$ cat config.mk
export PLATFORM = sky130hd
export DESIGN_NAME = scan_sequencer
export DESIGN_NICKNAME = d
export VERILOG_FILES = /design/src/rtl/scan_sequencer.sv
export SDC_FILE = /design/constraint.sdc
export NUM_CORES = 1
export LEC_CHECK = 0
export CAP_MARGIN = 5
export CORE_UTILIZATION = 45
export CTS_BUF_LIST = sky130_fd_sc_hd__clkbuf_8
export DETAILED_ROUTE_END_ITERATION = 12
export GPL_ROUTABILITY_DRIVEN = 0
export PLACE_DENSITY = 0.69
export SLEW_MARGIN = 15
export SYNTH_ARGS = -nofsm -noshare
export SYNTH_HDL_FRONTEND = slang
export SYNTH_SLANG_ARGS = --single-unit
$ cat constraint.sdc
create_clock -name clk -period 2.8 [get_ports clk]
set_clock_uncertainty 0.05 [all_clocks]
set_input_delay 0.7 -clock clk [delete_from_list [all_inputs] [get_ports clk]]
set_output_delay 0.7 -clock clk [all_outputs]
set_load 0.01 [all_outputs]
$ cat src/rtl/scan_sequencer.sv
// Scan-chain load/unload and run controller: streams bytes into a serial scan chain while capturing the outgoing bits.
// Optional RUN watchdog is enabled with the SCAN_SEQ_WATCHDOG_EN macro.
module scan_sequencer #(
    parameter int CHAIN_LEN = 2136,
    parameter int RUN_LIMIT = 65535
) (
    input  logic       clk,
    input  logic       rst,
    input  logic       start,
    input  logic       run_req,
    input  logic [7:0] din,
    input  logic       din_valid,
    output logic       din_ready,
    output logic [7:0] dout,
    output logic       dout_valid,
    input  logic       dout_ready,
    output logic       scan_enable,
    output logic       scan_in,
    input  logic       scan_out,
    output logic       proc_en,
    input  logic       halt,
    output logic       busy,
    output logic       done,
    output logic       timeout
);

    localparam int NBYTES = CHAIN_LEN / 8;
    localparam int CW = $clog2(NBYTES + 1);
    localparam logic [CW-1:0] LAST_BYTE = CW'(NBYTES - 1);

    localparam logic [2:0] S_IDLE  = 3'd0;
    localparam logic [2:0] S_FETCH = 3'd1;
    localparam logic [2:0] S_SHIFT = 3'd2;
    localparam logic [2:0] S_DRAIN = 3'd3;
    localparam logic [2:0] S_RUN   = 3'd4;

    logic [2:0]    state;
    logic          run_lat;
    logic [CW-1:0] byte_cnt;
    logic [2:0]    bit_cnt;
    logic [7:0]    shreg;
    logic [7:0]    capreg;
    logic [7:0]    dout_q;
    logic          done_q;
    logic          wd_fire;

`ifdef SCAN_SEQ_WATCHDOG_EN
    localparam int RCW = $clog2(RUN_LIMIT + 1);
    localparam logic [RCW-1:0] RUN_LAST = RCW'(RUN_LIMIT - 1);

    logic [RCW-1:0] run_cnt;
    logic           timeout_q;

    // run_cnt holds the number of RUN cycles already completed, so it fires on the RUN_LIMIT-th cycle
    assign wd_fire = (state == S_RUN) && (run_cnt == RUN_LAST);

    always_ff @(posedge clk) begin
        if (rst) begin
            run_cnt   <= '0;
            timeout_q <= 1'b0;
        end else begin
            if (state == S_IDLE && start) begin
                timeout_q <= 1'b0;
            end else if (wd_fire && !halt) begin
                timeout_q <= 1'b1;
            end
            if (state == S_RUN) begin
                run_cnt <= run_cnt + 1'b1;
            end else begin
                run_cnt <= '0;
            end
        end
    end

    assign timeout = timeout_q;
`else
    assign wd_fire = 1'b0;
    assign timeout = 1'b0;
`endif

    always_ff @(posedge clk) begin
        if (rst) begin
            state    <= S_IDLE;
            run_lat  <= 1'b0;
            byte_cnt <= '0;
            bit_cnt  <= '0;
            shreg    <= '0;
            capreg   <= '0;
            dout_q   <= '0;
            done_q   <= 1'b0;
        end else begin
            done_q <= 1'b0;
            case (state)
                S_IDLE: begin
                    if (start) begin
                        state    <= S_FETCH;
                        run_lat  <= run_req;
                        byte_cnt <= '0;
                    end
                end
                S_FETCH: begin
                    if (din_valid) begin
                        shreg   <= din;
                        bit_cnt <= '0;
                        state   <= S_SHIFT;
                    end
                end
                S_SHIFT: begin
                    // scan_out is the pre-shift chain tail; first bit out ends in bit 0
                    shreg   <= {1'b0, shreg[7:1]};
                    capreg  <= {scan_out, capreg[7:1]};
                    bit_cnt <= bit_cnt + 3'd1;
                    if (bit_cnt == 3'd7) begin
                        dout_q <= {scan_out, capreg[7:1]};
                        state  <= S_DRAIN;
                    end
                end
                S_DRAIN: begin
                    if (dout_ready) begin
                        byte_cnt <= byte_cnt + 1'b1;
                        if (byte_cnt == LAST_BYTE) begin
                            if (run_lat) begin
                                state <= S_RUN;
                            end else begin
                                state  <= S_IDLE;
                                done_q <= 1'b1;
                            end
                        end else begin
                            state <= S_FETCH;
                        end
                    end
                end
                S_RUN: begin
                    if (halt || wd_fire) begin
                        state  <= S_IDLE;
                        done_q <= 1'b1;
                    end
                end
                default: state <= S_IDLE;
            endcase
        end
    end

    assign din_ready   = (state == S_FETCH);
    assign dout_valid  = (state == S_DRAIN);
    assign scan_enable = (state == S_SHIFT);
    assign scan_in     = (state == S_SHIFT) && shreg[0];
    assign proc_en     = (state == S_RUN);
    assign busy        = (state != S_IDLE);
    assign dout        = dout_q;
    assign done        = done_q;

endmodule

### After elaboration in Yosys (flattened, before gate mapping)

Cells that the tools add are included.

| operators by class | value |
|---|---|
| $add $sub $neg | 2 |
| reductions and logical operators | 10 |
| shift operators | 0 |
| eq/ne operators | 11 |
| multipliers | 0 |
| bitwise operators | 0 |
| muxes and demuxes | 20 |
| divide/modulo/power cells | 0 |
| $lt $le $gt $ge | 0 |

Operators with widths:

| operator | number |
|---|---|
| two-way mux 3 bit | 8 |
| two-way mux 9 bit | 2 |
| one-hot mux 9 bit (2 select lines) | 1 |
| one-hot mux 8 bit (2 select lines) | 1 |
| one-hot mux 3 bit (5 select lines) | 1 |
| adder 9 x 1 -> 9 bit, second input constant | 1 |
| == test 9 bit, second input constant | 1 |
| two-way mux 8 bit | 1 |
| == test 3 x 2 -> 1 bit, second input constant | 2 |
| == test 3 bit, second input constant | 2 |
| != test 2 x 1 -> 1 bit, second input constant | 3 |
| one-hot mux 3 bit (2 select lines) | 1 |
| AND reduction 2 bit | 3 |
| AND reduction 5 bit | 1 |
| two-way mux 1 bit | 4 |
| != test 2 bit, second input constant | 2 |
| nonzero test 2 bit | 2 |
| adder 3 x 1 -> 3 bit, second input constant | 1 |
| == test 3 x 1 -> 1 bit, second input constant | 1 |
| zero test 3 bit | 1 |
| AND reduction 3 bit | 1 |
| nonzero test 3 bit | 1 |
| one-hot mux 1 bit (2 select lines) | 1 |
| logical AND 1 bit | 1 |

| word-level totals | value |
|---|---|
| RAM bits | 0 |
| output and inout bits | 16 |
| register bits after elaboration | 41 |
| memories kept | 0 |
| input bits | 16 |
| ROM bits | 0 |
| bits in latches | 0 |

### Depth between registers and ports, before layout

| depth | value |
|---|---|
| depth in word-level cells | 4 |
| depth in mapped cells | 6 |

### Worst setup path after synthesis

No wires, ideal clock.

| timing path | value |
|---|---|
| path type | reg2out |
| start point | register state[1] |
| end point | output port scan_in |
| buffers on the path | 1 |
| setup slack | 0.844 ns |
| arrival time | 1.206 ns |
| stages on the path, launching flop included | 5 |
| cells stage by stage | dfxtp_1 > or3b_1 > inv_2 > buf_2 > and2_1 |

| between the ends | value |
|---|---|
| word-level cells in the longest chain between the ends | 2 |

RTL lines:

| element | RTL line | text |
|---|---|---|
| start: declaration | 37 | `logic [2:0] state;` |
| start signal: assignment | 83 | `state <= S_IDLE;` |
| start signal: assignment | 96 | `state <= S_FETCH;` |
| start signal: assignment | 105 | `state <= S_SHIFT;` |
| == test 3 x 2 -> 1 bit | n/a |  |
| net scan_enable | 17 | `output logic scan_enable,` |
| logical AND 1 bit | 147 | `assign scan_in = (state == S_SHIFT) && shreg[0];` |
| end: declaration | 18 | `output logic scan_in,` |

The timed path passes the listed nets, and every way through them passes these cells.

### Worst setup path after layout

| timing path | value |
|---|---|
| start point | register state[2] |
| end point | output port scan_in |

| between the ends | value |
|---|---|
| word-level cells in the longest chain between the ends | 2 |

RTL lines:

| element | RTL line |
|---|---|
| == test 3 x 2 -> 1 bit | 147 |
| logical AND 1 bit | 147 |

No other way between the ends.

==> out/metrics.yaml <==
status:
  outcome: "finished clean"
grt:
  antenna_found_initial: 0
  grt_max_degree: 34
  use_met1_pct: 25.8
  grt_overflow: 0
  top_usage_layer: "met2"
  gr-usage-all-layers_pct: 19.6
  met3_usage_pct: 6.16
  grtUsageMet2_pct: 29.3
  grt_pass1_vias: 1481
  grt_pass1_wl_um: 6640
synthesis:
  yosys_register_bits: 40
  synth_top_family_by_area: "simple AND/OR/NAND/NOR gates"
  synthArstFlopShare_pct: 0
  syn_avg_cell_area_um2: 8.78
  syn_inst: 217
  synthMuxAreaShare_pct: 9.07
  netlist_area_um2: 1900
  synth_compound_area_share_pct: 13.1
  yosys.area_share.simple_pct: 26.6
  synth_ff_type: "dfxtp_1"
  yosysSeqAreaShare_pct: 42.0
  synth_edf_count: 0
  synth_cell_types: 39
  synth_fp_nets: 237
  yosysWarnings: 0
  synthXorXnorAreaFrac_pct: 0
  synth-adder-area-share_pct: 2.63
setup_path:
  worstSetupEndpointType: "output port"
  cp_max_fo: 7
  critPathArrivalTime_ps: 1800
  setup.worst_path.start_class: "flip-flop"
  worstPathRequired_ps: 2050
  path_class: "flip-flop to output port"
die:
  row_count: 23
  die_h_um: 67.1
  die_w_um: 67.1
  core_area_um2: 4030
  ios: 32
  dieArea_um2: 4500
  start_util_pct: 47.3
sta:
  relSlewSlack_pct: 64.9
  hold_violations: 0
  tns_ps: 0
  period_needed_ps: 2550
  period_share_pct: 91.1
  rsz0062_at_grt: "no"
  fmax_mhz: 392
  setup_violations: 0
  finalMaxSlewViolations: 0
  worst_pin_slew_ps: 519
clock_tree:
  cts_root_buf: "clkbuf_8"
  cts_buffers: 5
  htreeDepth: 2
  post_cts_buffers: 0
  cts_buffer_depth: 2
  hold_buffers: 0
  clock-sinks: 40
  post_cts_resized: 0
  cts_tree: "yes"
  cts.clk_slew.worst_paths_ps: 80
  clkLatencyLatePin_ps: 290
power_and_ir_drop:
  vdd_drop_max_v: 0.000284
  power.leakage_nw: 0.811
  cellPowerDensity_nw_per_um2: 482
job:
  cap_violations: 0
min_path:
  hold_class: "flip-flop to flip-flop"
placed_design:
  io_buffers: 30
  placed_cells: 288
  dpl.hpwl_um: 2650
finish:
  drive_gt1_share_pct: 11.0
  area_growth_pct: 23.3
  final_common_cell: "dfxtp_1"
  final.fill_count: 394
  finalNonFillerCells: 296
  final_cell_mix: "40 x dfxtp_1, 34 x nand2_1, 30 x clkdlybuf4s50_1"
  antennaDiodeCount: 0
  nNetsFinal: 265
detailed_routing:
  wl_per_cell_um: 13.0
  vias_per_cell: 5.43
  wl_um: 3850
  drtAntennaViolNets: 0
  routed-via-count: 1607
  dr.pass1.iters: 4
  drcViolationCount: 0
  drt_iter0_drc: 126
==> registers in the layout, summed over array words and instances (netlist names) <==
name      cells
byte_cnt      9
dout          8
shreg         8
capreg        7
bit_cnt       3
state         3
done          1
run_lat       1
==> synthesized netlist by cell type (2+ instances only) <==
cell / count / area (um2)
a21oi_1: 15 / 75.1
ha_1: 4 / 50.1
clkbuf_1: 6 / 22.5
a211oi_2: 4 / 50.1
nor3b_1: 2 / 15.0
inv_1: 6 / 22.5
nor2_1: 11 / 41.3
a21oi_2: 2 / 17.5
dfxtp_1: 40 / 801
nor4bb_1: 3 / 30.0
nand4_1: 3 / 18.8
a311oi_1: 7 / 61.3
and3b_1: 2 / 17.5
nand4b_1: 2 / 17.5
buf_1: 2 / 7.51
nor3_1: 8 / 40.0
nand2_1: 34 / 128
a211oi_1: 2 / 15.0
nand3b_1: 6 / 45.0
nand3_1: 16 / 80.1
mux2i_1: 15 / 150
buf_2: 9 / 45.0
nand2b_1: 2 / 12.5
==> path summary, 6_finish.rpt <==
| kind | from | to | slack (ps) | cells after the start |
|---|---|---|---|---|
| min | shreg[7] | shreg[7] | 420 | 2 |
| max | state[2] | scan_in | 250 | 4 |
| max reg2reg | state[2] | byte_cnt[8] | 920 | 5 |
| min reg2reg | shreg[7] | shreg[7] | 420 | 2 |
==> critical path: stages (launching register included) <==
cell	delay [ps]
dfxtp_1	370
or3b_1	410
inv_2	90
and2_1	120
clkdlybuf4s50_1	520
==> power by group <==
part           leakage (nW)  internal (mW)  switching [mW]  total (mW)
Combinational         0.436         0.0680          0.0768       0.145
Clock                0.0510          0.197           0.194       0.391
Sequential            0.324          0.586         0.00903       0.595
Total                 0.811          0.850           0.280        1.13
==> layout make-up <==
class	instances	area, um2	share of cell area (%)
multi-input cells	151	990	42.2
flip-flops and latches	40	801	34.1
repair buffers	40	375	16.0
clock buffers	6	82.6	3.52
well taps	50	62.6	2.67
inverters	7	26.3	1.12
clock inverters	2	10.0	0.426
==> stage by stage <==
step	setup slack, ps	total power [mW]	utilization, %	area [um2]	hold WS (ps)
6_report	250	1.13	58.3	2350	416
5_1_grt	176	1.18	58.3	2350	431
4_1_cts	239	1.15	58.3	2350	419
3_5_place_dp	343	0.753	56.0	2250	408
3_3_place_gp	396	0.751	56.0	2250	398
2_1_floorplan	844	0.702	-	1900	386
==> kinds of logic after synthesis <==
| family | after synthesis |
|---|---|
| adders and majority gates | 4 |
| muxes | 16 |
| and+or+nand+nor | 96 |
| DFF | 40 |
| other | 1 |
| buffers and inverters | 26 |
| AOI/OAI and AO/OA | 34 |
==> routing by layer <==
layer,routed length (um),vias up,share of wire (%)
met3,277,5,7.2
met2,1610,40,42
met5,0,-,0
li1,-,822,-
met1,1900,740,49
met4,60,0,1.6
(Power assumes the default switching activity.)
